<file path="config.mk">
export PLATFORM = sky130hd
export DESIGN_NAME = sound_cmd_tx
export DESIGN_NICKNAME = d
export VERILOG_FILES = /design/src/rtl/taitosj_snd_pkg.sv /design/src/rtl/sound_cmd_fifo.sv /design/src/rtl/sound_cmd_tx.sv
export SDC_FILE = /design/constraint.sdc
export NUM_CORES = 1
export LEC_CHECK = 0
export BUFFER_PORTS_ARGS = -buffer_cell sky130_fd_sc_hd__buf_2
export CORE_MARGIN = 3
export CORE_UTILIZATION = 57
export DETAILED_ROUTE_END_ITERATION = 7
export GPL_TIMING_DRIVEN = 0
export PLACE_DENSITY_LB_ADDON = 0.1
export SLEW_MARGIN = 20
export SYNTH_ARGS = -nofsm -noshare
export SYNTH_HDL_FRONTEND = slang
export SYNTH_HIERARCHICAL = 1
export SYNTH_SLANG_ARGS = --single-unit
</file>
<file path="constraint.sdc">
create_clock -name clkm_48MHZ -period 3.1 [get_ports clkm_48MHZ]
set_input_delay 0.31 -clock clkm_48MHZ [delete_from_list [all_inputs] [get_ports clkm_48MHZ]]
set_output_delay 0.31 -clock clkm_48MHZ [all_outputs]
set_load 0.05 [all_outputs]
</file>
<file path="src/rtl/taitosj_snd_pkg.sv">
// Shared definitions for the sound command port transmitter.
//   snd_state_e    : command/flag sequencer states
//   Status*Bit     : bit positions inside the main-CPU status byte
//   *CycDefault    : default setup and strobe lengths in clkm_48MHZ cycles
//   cnt_inc        : 8-bit saturating increment used by the sequencer counter
package taitosj_snd_pkg;

    typedef enum logic [2:0] {
        StIdle,
        StSetup,
        StStrobe,
        StWaitAck,
        StFlagSetup,
        StFlagStrobe
    } snd_state_e;

    localparam int unsigned StatusBusyBit = 7;
    localparam int unsigned StatusFlagBit = 6;
    localparam int unsigned StatusOvfBit  = 5;

    localparam int unsigned SetupCycDefault = 4;
    localparam int unsigned PulseCycDefault = 8;

    function automatic logic [7:0] cnt_inc(input logic [7:0] cnt);
        return (cnt == 8'hFF) ? cnt : cnt + 8'd1;
    endfunction

endpackage

</file>
<file path="src/rtl/sound_cmd_fifo.sv">
// Synchronous command FIFO, only instantiated when SND_CMD_FIFO_EN is defined.
//   clkm_48MHZ, SB2RST : clock, asynchronous active-low reset
//   push / wdata       : write request and data; dropped when full unless a pop happens too
//   pop / rdata        : read request; rdata shows the head entry (first-word fall-through)
//   full / empty       : occupancy flags
// Depth must be a power of two >= 2; pointers carry one extra wrap bit.
module sound_cmd_fifo
    import taitosj_snd_pkg::*;
#(
    parameter int unsigned Width = 8,
    parameter int unsigned Depth = 4
) (
    input  logic             clkm_48MHZ,
    input  logic             SB2RST,
    input  logic             push,
    input  logic             pop,
    input  logic [Width-1:0] wdata,
    output logic [Width-1:0] rdata,
    output logic             full,
    output logic             empty
);

    localparam int unsigned AW = $clog2(Depth);

    logic [AW:0]      wr_ptr_q, rd_ptr_q;
    logic [Width-1:0] mem_q [Depth];
    logic             do_push, do_pop;

    assign empty   = (wr_ptr_q == rd_ptr_q);
    assign full    = (wr_ptr_q[AW] != rd_ptr_q[AW]) &&
                     (wr_ptr_q[AW-1:0] == rd_ptr_q[AW-1:0]);
    assign do_pop  = pop && !empty;
    // A push into a full FIFO is still accepted when the head leaves in the same cycle.
    assign do_push = push && (!full || do_pop);
    assign rdata   = mem_q[rd_ptr_q[AW-1:0]];

    always_ff @(posedge clkm_48MHZ or negedge SB2RST) begin
        if (!SB2RST) begin
            wr_ptr_q <= '0;
            rd_ptr_q <= '0;
        end else begin
            if (do_push) wr_ptr_q <= wr_ptr_q + (AW + 1)'(1);
            if (do_pop)  rd_ptr_q <= rd_ptr_q + (AW + 1)'(1);
        end
    end

    always_ff @(posedge clkm_48MHZ) begin
        if (do_push) mem_q[wr_ptr_q[AW-1:0]] <= wdata;
    end

endmodule

</file>
<file path="src/rtl/sound_cmd_tx.sv">
// Main-CPU side transmitter for the sound command port.
//   clkm_48MHZ, SB2RST      : clock, asynchronous active-low reset
//   cpu_cmd_wr / cpu_din    : command byte write strobe and data
//   cpu_flag_wr             : NMI-enable flag write strobe (cpu_din[0])
//   snd_rd5000_n            : asynchronous sound-side latch read, acknowledges a command
//   cmd_dout                : command byte (or flag during a flag sequence) to the sound board
//   EPORT1 / EPORT2         : command / flag latch strobes, captured on the rising edge
//   cmd_busy, overflow      : command in flight / sticky dropped-command flag
//   status_out              : {cmd_busy, flag_q, overflow, 5'b0}
// Build option: define SND_CMD_FIFO_EN to queue commands in a FIFO_DEPTH-entry FIFO.
module sound_cmd_tx
    import taitosj_snd_pkg::*;
#(
    parameter int unsigned SETUP_CYC  = SetupCycDefault,
    parameter int unsigned PULSE_CYC  = PulseCycDefault,
    parameter int unsigned FIFO_DEPTH = 4
) (
    input  logic       clkm_48MHZ,
    input  logic       SB2RST,
    input  logic       cpu_cmd_wr,
    input  logic       cpu_flag_wr,
    input  logic [7:0] cpu_din,
    input  logic       snd_rd5000_n,
    output logic [7:0] cmd_dout,
    output logic       EPORT1,
    output logic       EPORT2,
    output logic       cmd_busy,
    output logic [7:0] status_out,
    output logic       overflow
);

    if (SETUP_CYC < 1 || SETUP_CYC > 255 || PULSE_CYC < 1 || PULSE_CYC > 255 ||
        FIFO_DEPTH < 2 || (FIFO_DEPTH & (FIFO_DEPTH - 1)) != 0) begin : g_bad_params
        $error("sound_cmd_tx: SETUP_CYC/PULSE_CYC must be 1..255, FIFO_DEPTH a power of two");
    end

    localparam logic [7:0] SetupLast = 8'(SETUP_CYC - 1);
    localparam logic [7:0] PulseLast = 8'(PULSE_CYC - 1);

    snd_state_e state_q, state_d;
    logic [7:0] cnt_q, cnt_d;
    logic [7:0] data_q, data_d;
    logic       cmd_pend_q, cmd_pend_d;  // accepted and not yet acknowledged
    logic       cmd_sent_q, cmd_sent_d;  // EPORT1 already issued for the pending command
    logic       flag_q, flag_d;
    logic       flag_pend_q, flag_pend_d;
    logic       flag_out_q, flag_out_d;  // flag value frozen for the running flag sequence
    logic       ovf_q, ovf_d;
    logic [2:0] sync_q;                  // [1:0] synchronizer, [2] edge history
    logic       ack;

    logic       cmd_take;
    logic [7:0] cmd_src;
    logic       cmd_drop;
    logic       queue_busy;

`ifdef SND_CMD_FIFO_EN
    logic       fifo_full, fifo_empty;
    logic [7:0] fifo_rdata;

    assign cmd_take   = (state_q == StIdle) && !fifo_empty;
    assign cmd_src    = fifo_rdata;
    assign cmd_drop   = cpu_cmd_wr && fifo_full && !cmd_take;
    assign queue_busy = !fifo_empty;

    sound_cmd_fifo #(
        .Width (8),
        .Depth (FIFO_DEPTH)
    ) u_fifo (
        .clkm_48MHZ (clkm_48MHZ),
        .SB2RST     (SB2RST),
        .push       (cpu_cmd_wr),
        .pop        (cmd_take),
        .wdata      (cpu_din),
        .rdata      (fifo_rdata),
        .full       (fifo_full),
        .empty      (fifo_empty)
    );
`else
    // Single slot: a write is accepted whenever no command is outstanding.
    assign cmd_take   = cpu_cmd_wr && !cmd_pend_q;
    assign cmd_src    = cpu_din;
    assign cmd_drop   = cpu_cmd_wr && cmd_pend_q;
    assign queue_busy = 1'b0;
`endif

    assign ack = sync_q[2] && !sync_q[1];

    always_comb begin
        state_d     = state_q;
        data_d      = data_q;
        cmd_pend_d  = cmd_pend_q;
        cmd_sent_d  = cmd_sent_q;
        flag_d      = cpu_flag_wr ? cpu_din[0] : flag_q;
        flag_pend_d = flag_pend_q || cpu_flag_wr;
        flag_out_d  = flag_out_q;
        ovf_d       = ovf_q || cmd_drop;

        if (cmd_take) begin
            data_d     = cmd_src;
            cmd_pend_d = 1'b1;
            cmd_sent_d = 1'b0;
        end

        unique case (state_q)
            StIdle: begin
                // A flag sequence goes first; a command taken alongside waits as unsent.
                if (flag_pend_d)   state_d = StFlagSetup;
                else if (cmd_take) state_d = StSetup;
            end
            StSetup: begin
                if (cnt_q >= SetupLast) state_d = StStrobe;
            end
            StStrobe: begin
                if (cnt_q >= PulseLast) begin
                    state_d    = StWaitAck;
                    cmd_sent_d = 1'b1;
                end
            end
            StWaitAck: begin
                if (ack) cmd_pend_d = 1'b0;
                if (flag_pend_d) state_d = StFlagSetup;
                else if (ack)    state_d = StIdle;
            end
            StFlagSetup, StFlagStrobe: begin
                // Still logically waiting for the sent command, so its ack is not lost.
                if (ack && cmd_pend_q && cmd_sent_q) cmd_pend_d = 1'b0;
                if (state_q == StFlagSetup) begin
                    if (cnt_q >= SetupLast) state_d = StFlagStrobe;
                end else if (cnt_q >= PulseLast) begin
                    if (cmd_pend_d && !cmd_sent_d) state_d = StSetup;
                    else if (cmd_pend_d)           state_d = StWaitAck;
                    else                           state_d = StIdle;
                end
            end
            default: state_d = StIdle;
        endcase

        if (state_d == StFlagSetup && state_q != StFlagSetup) begin
            flag_pend_d = 1'b0;
            flag_out_d  = flag_d;
        end

        cnt_d = (state_d != state_q) ? 8'd0 : cnt_inc(cnt_q);
    end

    always_ff @(posedge clkm_48MHZ or negedge SB2RST) begin
        if (!SB2RST) begin
            state_q     <= StIdle;
            cnt_q       <= 8'd0;
            data_q      <= 8'h00;
            cmd_pend_q  <= 1'b0;
            cmd_sent_q  <= 1'b0;
            flag_q      <= 1'b0;
            flag_pend_q <= 1'b0;
            flag_out_q  <= 1'b0;
            ovf_q       <= 1'b0;
            sync_q      <= 3'b111;
        end else begin
            state_q     <= state_d;
            cnt_q       <= cnt_d;
            data_q      <= data_d;
            cmd_pend_q  <= cmd_pend_d;
            cmd_sent_q  <= cmd_sent_d;
            flag_q      <= flag_d;
            flag_pend_q <= flag_pend_d;
            flag_out_q  <= flag_out_d;
            ovf_q       <= ovf_d;
            sync_q      <= {sync_q[1:0], snd_rd5000_n};
        end
    end

    // Strobes decode straight from the state register so reset drops them at once.
    assign EPORT1   = (state_q == StStrobe);
    assign EPORT2   = (state_q == StFlagStrobe);
    assign cmd_busy = cmd_pend_q || queue_busy;
    assign overflow = ovf_q;

    always_comb begin
        if (state_q == StFlagSetup || state_q == StFlagStrobe) cmd_dout = {7'b0, flag_out_q};
        else                                                    cmd_dout = data_q;
    end

    always_comb begin
        status_out                = 8'h00;
        status_out[StatusBusyBit] = cmd_busy;
        status_out[StatusFlagBit] = flag_q;
        status_out[StatusOvfBit]  = ovf_q;
    end

endmodule
</file>
=== Word-level counts from Yosys, hierarchy flattened ===
Cells that the tools add are included.

* Register bits after elaboration: 28
* Output and inout bits: 20
* Word-level logic and storage cells: 63
* Input port bits: 13

* Eq/ne operators: 10
* Add/subtract/negate cells: 1
* Multiplexer cells: 25
* Reductions and logical operators: 15
* Order comparisons: 2

{| class="wikitable"
|+ Operators by type and width
! cell !! number
|-
| two-way mux 3 bit || 9
|-
| two-way mux 8 bit || 3
|-
| case mux 3 bit (5 select lines) || 1
|-
| == test 3 bit (second input constant) || 3
|-
| two-way mux 1 bit || 9
|-
| adder 8 x 1 -> 8 bit (second input constant) || 1
|-
| == test 8 bit (second input constant) || 1
|-
| greater-or-equal comparator 8 x 2 -> 1 bit (second input constant) || 1
|-
| greater-or-equal comparator 8 x 3 -> 1 bit (second input constant) || 1
|-
| logical AND 1 bit || 7
|-
| == test 3 x 2 -> 1 bit (second input constant) || 2
|-
| two-way mux 2 bit || 2
|-
| == test 3 x 1 -> 1 bit (second input constant) || 1
|-
| zero test 1 bit || 3
|-
| zero test 3 bit || 1
|-
| logical OR 1 bit || 3
|-
| inequality test 3 bit || 1
|-
| inequality test 3 bit (second input constant) || 1
|-
| inequality test 2 bit (second input constant) || 1
|-
| case mux 1 bit (2 select lines) || 1
|-
| OR reduction 2 bit || 1
|}

=== Longest topological paths before layout ===
Gate-level depths: netlist of the first run.

* Word-level depth: 14
* Mapped depth: 5

=== Worst setup path after synthesis of the first run ===
OpenSTA, ideal clock, no wires.

* Kind: reg2out
* Start: register state_q[1]
* End: output port EPORT2
* Stages on the path, launching flop included: 5
* Arrival: 1.512 ns
* Data required time: 2.790 ns
* Setup slack: 1.278 ns
* Path buffers: 2
* Cells stage by stage: dfrtp_1 -> clkbuf_1 -> nand2b_1 -> clkbuf_1 -> nor2_1

* Word-level cells in the longest chain between the ends: 1

{| class="wikitable"
|+ RTL lines
! item !! line !! text
|-
| start: declaration || sound_cmd_tx.sv:40 || <nowiki>snd_state_e state_q, state_d;</nowiki>
|-
| start signal: assignment || sound_cmd_tx.sv:149 || <nowiki>state_q <= StIdle;</nowiki>
|-
| start signal: assignment || sound_cmd_tx.sv:160 || <nowiki>state_q <= state_d;</nowiki>
|-
| == test 3 bit || sound_cmd_tx.sv:175 || <nowiki>assign EPORT2 = (state_q == StFlagStrobe);</nowiki>
|-
| end: declaration || sound_cmd_tx.sv:26 || <nowiki>output logic EPORT2,</nowiki>
|}

Every way passes these cells.

=== Worst setup path after layout of the first run ===
* Start: register state_q[1]
* End: output port cmd_dout[0]

* Word-level cells in the longest chain between the ends: 3
* Elaborated cells between the ends (all ways): 4
* Those cells by class: 2 x eq/ne; 1 x mux; 1 x reduce/logical

{| class="wikitable"
|+ RTL lines
! item !! line !! text
|-
| == test 3 bit || sound_cmd_tx.sv:180 || <nowiki>if (state_q == StFlagSetup || state_q == StFlagStrobe) cmd_dout = {7'b0, flag_out_q};</nowiki>
|-
| logical OR 1 bit (*) || sound_cmd_tx.sv:180 ||
|-
| two-way mux 8 bit (*) || sound_cmd_tx.sv:180 ||
|-
| end: declaration || sound_cmd_tx.sv:24 || <nowiki>output logic [7:0] cmd_dout,</nowiki>
|}

Mark *: on every way between the ends. The rest lies on a longest branch, timed or not.

==> qor.yml, run 1 <==
startpoint_type: "register"
p_clk_share_pct: 13.9
clkTransAtPathRegs_ns: 0.15
row_count: 18
finalSetupViolCount: 0
ctsHtreeMaxLevel: 1
setup_tns_ns: 0
cellPowerDensity_mw_per_mm2: 724
viasPerCell: 5.72
cts.repair.resized: 0
fp.dieW_um: 57.9
p_leak_nw: 0.847
status: "completed"
tightestPinTransition_ns: 0.618
cp-end-kind: "output port"
period_share_pct: 76.9
path_class: "register to output port"
ant_nets: 0
post-route-cell-area_mm2: 0.00177
netlist_area_mm2: 0.00153
rsz0062_at_grt: "no"
drtIter0Drc: 43
drive_gt1_share_pct: 26.5
switchingPower_w: 0.000574
utilization_pct: 70.0
relSlewSlack_pct: 58.8
clock-sinks: 28
ioPinCount: 33
critPathArrivalTime_ns: 2.07
setup.worst_path.start: "state_q[1]"
maxSlewViolCount: 0
tritoncts: "done"
routed_wl_um: 3080
antenna_found_initial: 0
r2r_cells: 4
hold_viol: 0
sw_frac_of_total_pct: 44.9
fin_hold_ws_ns: 0.0645
hold_class: "primary input to register"
fin_skew_ns: 0.00381
fin_crit_ns: 2.38
drt-wirelength-per-cell_um: 13.4
final_nets: 215
syn_inst: 164
yosys_warnings: 6
combPwrFrac_pct: 49.7
gp_congestion: 0.900
fmax_mhz: 419
grt_max_degree: 29
min_to: "sync_q[0]"
intPower_w: 0.000704
ys_top_cells_by_count: "nand2_1 (31), dfrtp_1 (25), nor3_1 (12), nor2_1 (9)"
clk_path_buf_depth: 2
ir_drop_mv: 0.637
postSynth.asyncResetShare_pct: 100
antenna_cells: 0
synth-seq-cells: 28
holdPathStages: 1
ys_types: 43
ctsHoldBuffers: 1
hold_path.startpoint: "snd_rd5000_n"
postCtsSetupBuffers: 0
die_area_mm2: 0.00335
dp_hpwl_um: 2310
cts_buffers: 3
cts_root_buf: "clkbuf_4"
synth_flop_cell: "dfrtp_1"
yosysMostFrequentCell: "nand2_1"
grt_pass1_vias: 1276
die_h_um: 57.9
synth_edf_count: 0
path_max_fanout: 10
pwr-share-seq_pct: 36.3
worstReg2RegStart: "cnt_q[6]"
rrSetupSlack_ns: 1.21
grt-ovfl-total: 0
io_buffers: 27
clkLatencyLatePin_ns: 0.32
drtPass1Iterations: 4
num_vias: 1315
worst_slack_ns: 0.715
start_util_pct: 60.8
yosysTopAreaCellShare_pct: 40.8
yosysTopAreaCell: "dfrtp_1"
synth_area_leaders: "dfrtp_1 (41%), nand2_1 (7.6%), dfstp_2 (5.1%)"
synth.yosys.seq_area_share_pct: 46.0
preCtsSetupSlack_ns: 1.09
fill_cells: 206
crit_required_ns: 2.79
core_mm2: 0.00252
place_area_mm2: 0.00172
r2r_end: "cnt_q[6]"
maxCapViolations: 0
syn_area_per_cell_um2: 9.35
track_usage_pct: 20.0
layout-area-overhead-vs-synth_pct: 15.3
grt_pass1_wl_um: 5350
drc: 0
-- flip-flops by register name, summed over array words and instances, names as in the netlist --
name	count
data_q	8
overflow	1
state_q	3
flag_pend_q	1
sync_q	3
cnt_q	8
flag_out_q	1
cmd_sent_q	1
flag_q	1
cmd_busy	1
-- metrics by stage --
step	instances	power (W)
finish	230	0.00128
global route	230	0.00137
CTS	230	0.00129
detailed placement	225	0.00111
global placement	225	0.00110
floorplan	168	0.000972
-- placed cells by master, fill, tap and decap left out, types with 2 or more instances in the layout --
cell | synthesis | final
a21oi_1 | 6 | 6
a31oi_1 | 4 | 4
and2_1 | 8 | 8
and3_1 | 3 | 3
buf_2 | 0 | 27
buf_4 | 8 | 8
clkbuf_1 | 7 | 7
clkbuf_4 | 0 | 3
conb_1 | 1 | 5
dfrtp_1 | 25 | 25
dfstp_2 | 3 | 3
inv_1 | 2 | 2
mux2_2 | 3 | 3
mux2i_1 | 2 | 2
nand2_1 | 31 | 31
nand2b_1 | 2 | 2
nand3_1 | 4 | 4
nor2_1 | 9 | 9
nor2b_1 | 2 | 2
nor3_1 | 12 | 12
o22ai_1 | 2 | 2
o31ai_1 | 3 | 3
xor2_1 | 5 | 5
-- power by group through the flow --
stage                     registers, W  clock network, W  logic, W
after floorplan               0.000465                 0  0.000508
after global placement        0.000469                 0  0.000628
after detailed placement      0.000473                 0  0.000636
after CTS                     0.000465          0.000188  0.000638
after global routing          0.000473          0.000200  0.000698
final                         0.000464          0.000178  0.000636
-- per-layer routing --
metal,track usage [%],vias to the layer above,part of all wire [%]
met5,0,-,0
met4,6.29,0,0.97
met3,2.23,5,5.4
met2,35.2,46,51
met1,25.8,624,42
li1,-,640,-
-- cells by family (layout without fill, tap and decap cells) --
logic type      count (synthesis)  in the layout  share of synthesized area, %
simple gates                   76             76                          24.0
other cells                     1              5                         0.245
compound gates                 29             29                          15.4
buf+inv                        19             51                          7.18
xor+xnor                        5              5                          2.86
fa+ha+maj                       1              1                         0.816
mux                             5              5                          3.51
flops                          28             28                          46.0
-- worst max-delay path, cell delays in order, from the launching register on --
cell and delay, ns:
dfrtp_1 0.38, clkbuf_1 0.33, nand2b_1 0.16, clkbuf_1 0.30, mux2_2 0.38, buf_2 0.21
-- worst max-delay path by stage --
| stage | to | cells past startpoint | slack (ns) |
|---|---|---|---|
| after floorplan | EPORT2 | 4 | 1.28 |
| after global placement | cmd_dout[0] | 5 | 1.09 |
| after detailed placement | cmd_dout[0] | 5 | 1.09 |
| after CTS | cmd_dout[0] | 5 | 0.70 |
| after global routing | cmd_dout[0] | 5 | 0.55 |
| final | cmd_dout[0] | 5 | 0.72 |
-- area by class of cell --
type / count / area [um^2] / area share (%)
Timing Repair Buffer: 28 / 145 / 8.22
Sequential cell: 28 / 704 / 39.9
Multi-Input combinational cell: 121 / 733 / 41.5
Buffer: 17 / 103 / 5.81
Tap cell: 30 / 37.5 / 2.12
Inverter: 2 / 7.51 / 0.425
Clock buffer: 4 / 36.3 / 2.05
Note: power is estimated with default switching activity, not from simulation.
==> inputs of run 2 (changes only) <==
--- a/config.mk
+++ b/config.mk
@@ -5,9 +5,10 @@
 export SDC_FILE = /design/constraint.sdc
 export NUM_CORES = 1
 export LEC_CHECK = 0
+export ABC_AREA = 1
 export BUFFER_PORTS_ARGS = -buffer_cell sky130_fd_sc_hd__buf_2
 export CORE_MARGIN = 3
-export CORE_UTILIZATION = 57
+export CORE_UTILIZATION = 48
 export DETAILED_ROUTE_END_ITERATION = 7
 export GPL_TIMING_DRIVEN = 0
 export PLACE_DENSITY_LB_ADDON = 0.1
==> constraint.sdc (replaced) <==
create_clock -name clkm_48MHZ -period 2.15 [get_ports clkm_48MHZ]
set_input_delay 0.215 -clock clkm_48MHZ [delete_from_list [all_inputs] [get_ports clkm_48MHZ]]
set_output_delay 0.215 -clock clkm_48MHZ [all_outputs]
set_load 0.05 [all_outputs]
==> run 2 against run 1 <==
  * Final area grew 3.3%
  * Via count shrank 0.38%
  * Hold slack improved by 0.020 ns
  * Critical path type is now register to register
  * Largest power group unchanged
==> qor.yml, run 2 <==
cellPowerDensity_mw_per_mm2: 1240
drtPass1Iterations: 4
synth.yosys.seq_area_share_pct: 45.4
place_area_mm2: 0.00175
status: "completed"
yosysTopAreaCellShare_pct: 40.4
yosys_warnings: 6
drtIter0Drc: 79
ys_types: 26
post-route-cell-area_mm2: 0.00183
cp-end-kind: "register"
yosys.area_share.simple_pct: 31.0
rsz0062_at_grt: "no"
io_buffers: 27
period_share_pct: 89.9
tritoncts: "done"
maxSlewViolCount: 0
synthXorXnorAreaFrac_pct: 0.565
hold_viol: 0
yosysTopAreaCell: "dfrtp_1"
cts_root_buf: "clkbuf_4"
rrSetupSlack_ns: 0.22
routed_wl_um: 3000
seq_area_um2: 704
drive_gt1_share_pct: 26.3
clkLatencyLatePin_ns: 0.33
synth_flop_cell: "dfrtp_1"
ant_nets: 0
drt-wirelength-per-cell_um: 10.9
top_regs: "cnt_q (8), data_q (8)"
synth_mux_area_share_pct: 0
clock-sinks: 28
maxCapViolations: 0
tightestPinTransition_ns: 0.606
syn_area_per_cell_um2: 7.95
drc: 0
viasPerCell: 4.78
track_usage_pct: 17.0
multi_input_area_um2: 692
ir_drop_mv: 0.663
relSlewSlack_pct: 59.6
synth_compound_area_share_pct: 11.1
syn_inst: 195
cts_buffers: 3
row_count: 19
gp_congestion: 0.877
grt_pass1_vias: 1292
path_class: "register to register"
startpoint_type: "register"
fmax_mhz: 517
synth_area_leaders: "dfrtp_1 (40%), nand2_1 (9.7%), nor2_1 (7.5%)"
critPathArrivalTime_ns: 2.15
dp_hpwl_um: 2300
clkTransAtPathRegs_ns: 0.15
core_mm2: 0.00292
power_w: 0.00225
crit_required_ns: 2.37
fin_crit_ns: 1.93
p_leak_nw: 0.931
ioPinCount: 33
netlist_area_mm2: 0.00155
path_max_fanout: 8
setup_tns_ns: 0
fill_cells: 264
postSynth.asyncResetShare_pct: 100
grt_pass1_wl_um: 5560
antenna_found_initial: 0
ys_top_cells_by_count: "nand2_1 (40), nor2_1 (31), dfrtp_1 (25), inv_1 (25), o21ai_0 (17)"
synth_edf_count: 0
grt_max_degree: 29
num_vias: 1310
die_area_mm2: 0.00395
antenna_cells: 0
ctsHoldBuffers: 2
layout-area-overhead-vs-synth_pct: 17.8
start_util_pct: 53.0
synth-seq-cells: 28
grt-ovfl-total: 0
postCtsSetupBuffers: 0
mostFrequentLayoutCell: "nand2_1"
synth_top_family_by_area: "simple AND/OR/NAND/NOR gates"
yosysMostFrequentCell: "nand2_1"
hold_class: "primary input to register"
die_h_um: 62.8
fp.dieW_um: 62.8
fin_skew_ns: 0.00456
final_nets: 247
cts.repair.resized: 0
ctsHtreeMaxLevel: 1
synthAdderAreaFrac_pct: 0.807
finalSetupViolCount: 0
final_cell_mix: "nand2_1 (40), nor2_1 (31), buf_2 (27)"
clk_path_buf_depth: 2
## run 2: cell count changes after synthesis, moves of 4 or more
cell | previous run | this run
inv_1 | 2 | 25
nor2_1 | 9 | 31
o21ai_0 | 0 | 17
nor3_1 | 12 | 1
nand2_1 | 31 | 40
nand3_1 | 4 | 13
and2_1 | 8 | 0
nor3_2 | 0 | 8
clkbuf_1 | 7 | 1
a31oi_1 | 4 | 0
xor2_1 | 5 | 1
## run 2: worst max-delay path, stage by stage (launching register included)
cell     delay, ns
dfrtp_1       0.44
ha_1          0.25
nand2_1       0.15
nand2_1       0.11
nor2_1        0.22
inv_1         0.06
nand3_1       0.07
nand2_1       0.10
a21oi_4       0.35
nor3_2        0.09
## run 2: cells by family after synthesis
kind of cell	Yosys count
other	1
XOR/XNOR	1
AO/OA/AOI/OAI	27
AND/OR/NAND/NOR	100
flip-flops	28
buffers and inverters	37
adder cells (fa/ha/maj)	1
## run 2: cell type report
cell class	instances	share of cell area, %
buffer	9	3.50
tap	42	2.88
clock inverter	1	1.64
timing repair buffer	29	8.50
clock buffer	3	1.23
multi-input combinational	134	37.9
sequential	28	38.6
inverter	28	5.76
## run 2: where the power goes
group,total (W),leakage [nW],switching [W],internal [W]
combinational,0.00114,0.561,0.000820,0.000319
sequential,0.000773,0.342,0.0000962,0.000677
clock,0.000342,0.0279,0.000153,0.000189
## run 2: path summary, 6_finish.rpt
check	from	end	depth (start not counted)
max in group asynchronous	SB2RST	cnt_q[0]	2
min in group asynchronous	SB2RST	cmd_sent_q	2
setup reg to reg	cnt_q[0]	cnt_q[3]	9
hold / removal	cpu_din[5]	data_q[5]	3
setup / recovery	cnt_q[0]	cnt_q[3]	9
hold reg to reg	sync_q[0]	sync_q[1]	0
## run 2: stage by stage
| step | hold WS [ns] | std cells | util [%] | worst slack [ns] |
|---|---|---|---|---|
| 6_report | 0.0840 | 274 | 62.4 | 0.217 |
| 5_1_grt | 0.0588 | 274 | 62.4 | 0.00613 |
| 4_1_cts | 0.0693 | 274 | 62.4 | 0.206 |
| 3_5_place_dp | 0.265 | 268 | 59.9 | 0.232 |
| 3_3_place_gp | 0.259 | 268 | 59.9 | 0.296 |
| 2_1_floorplan | -0.0806 | 199 | - | 0.254 |
## run 2: per-layer routing
metal / wire, um / track usage, % / share of wire, %
met5: 0 / 0 / 0
met4: 33 / 4.13 / 1.1
met3: 168 / 3.06 / 5.6
met2: 1390 / 28.9 / 46
met1: 1410 / 22.5 / 47
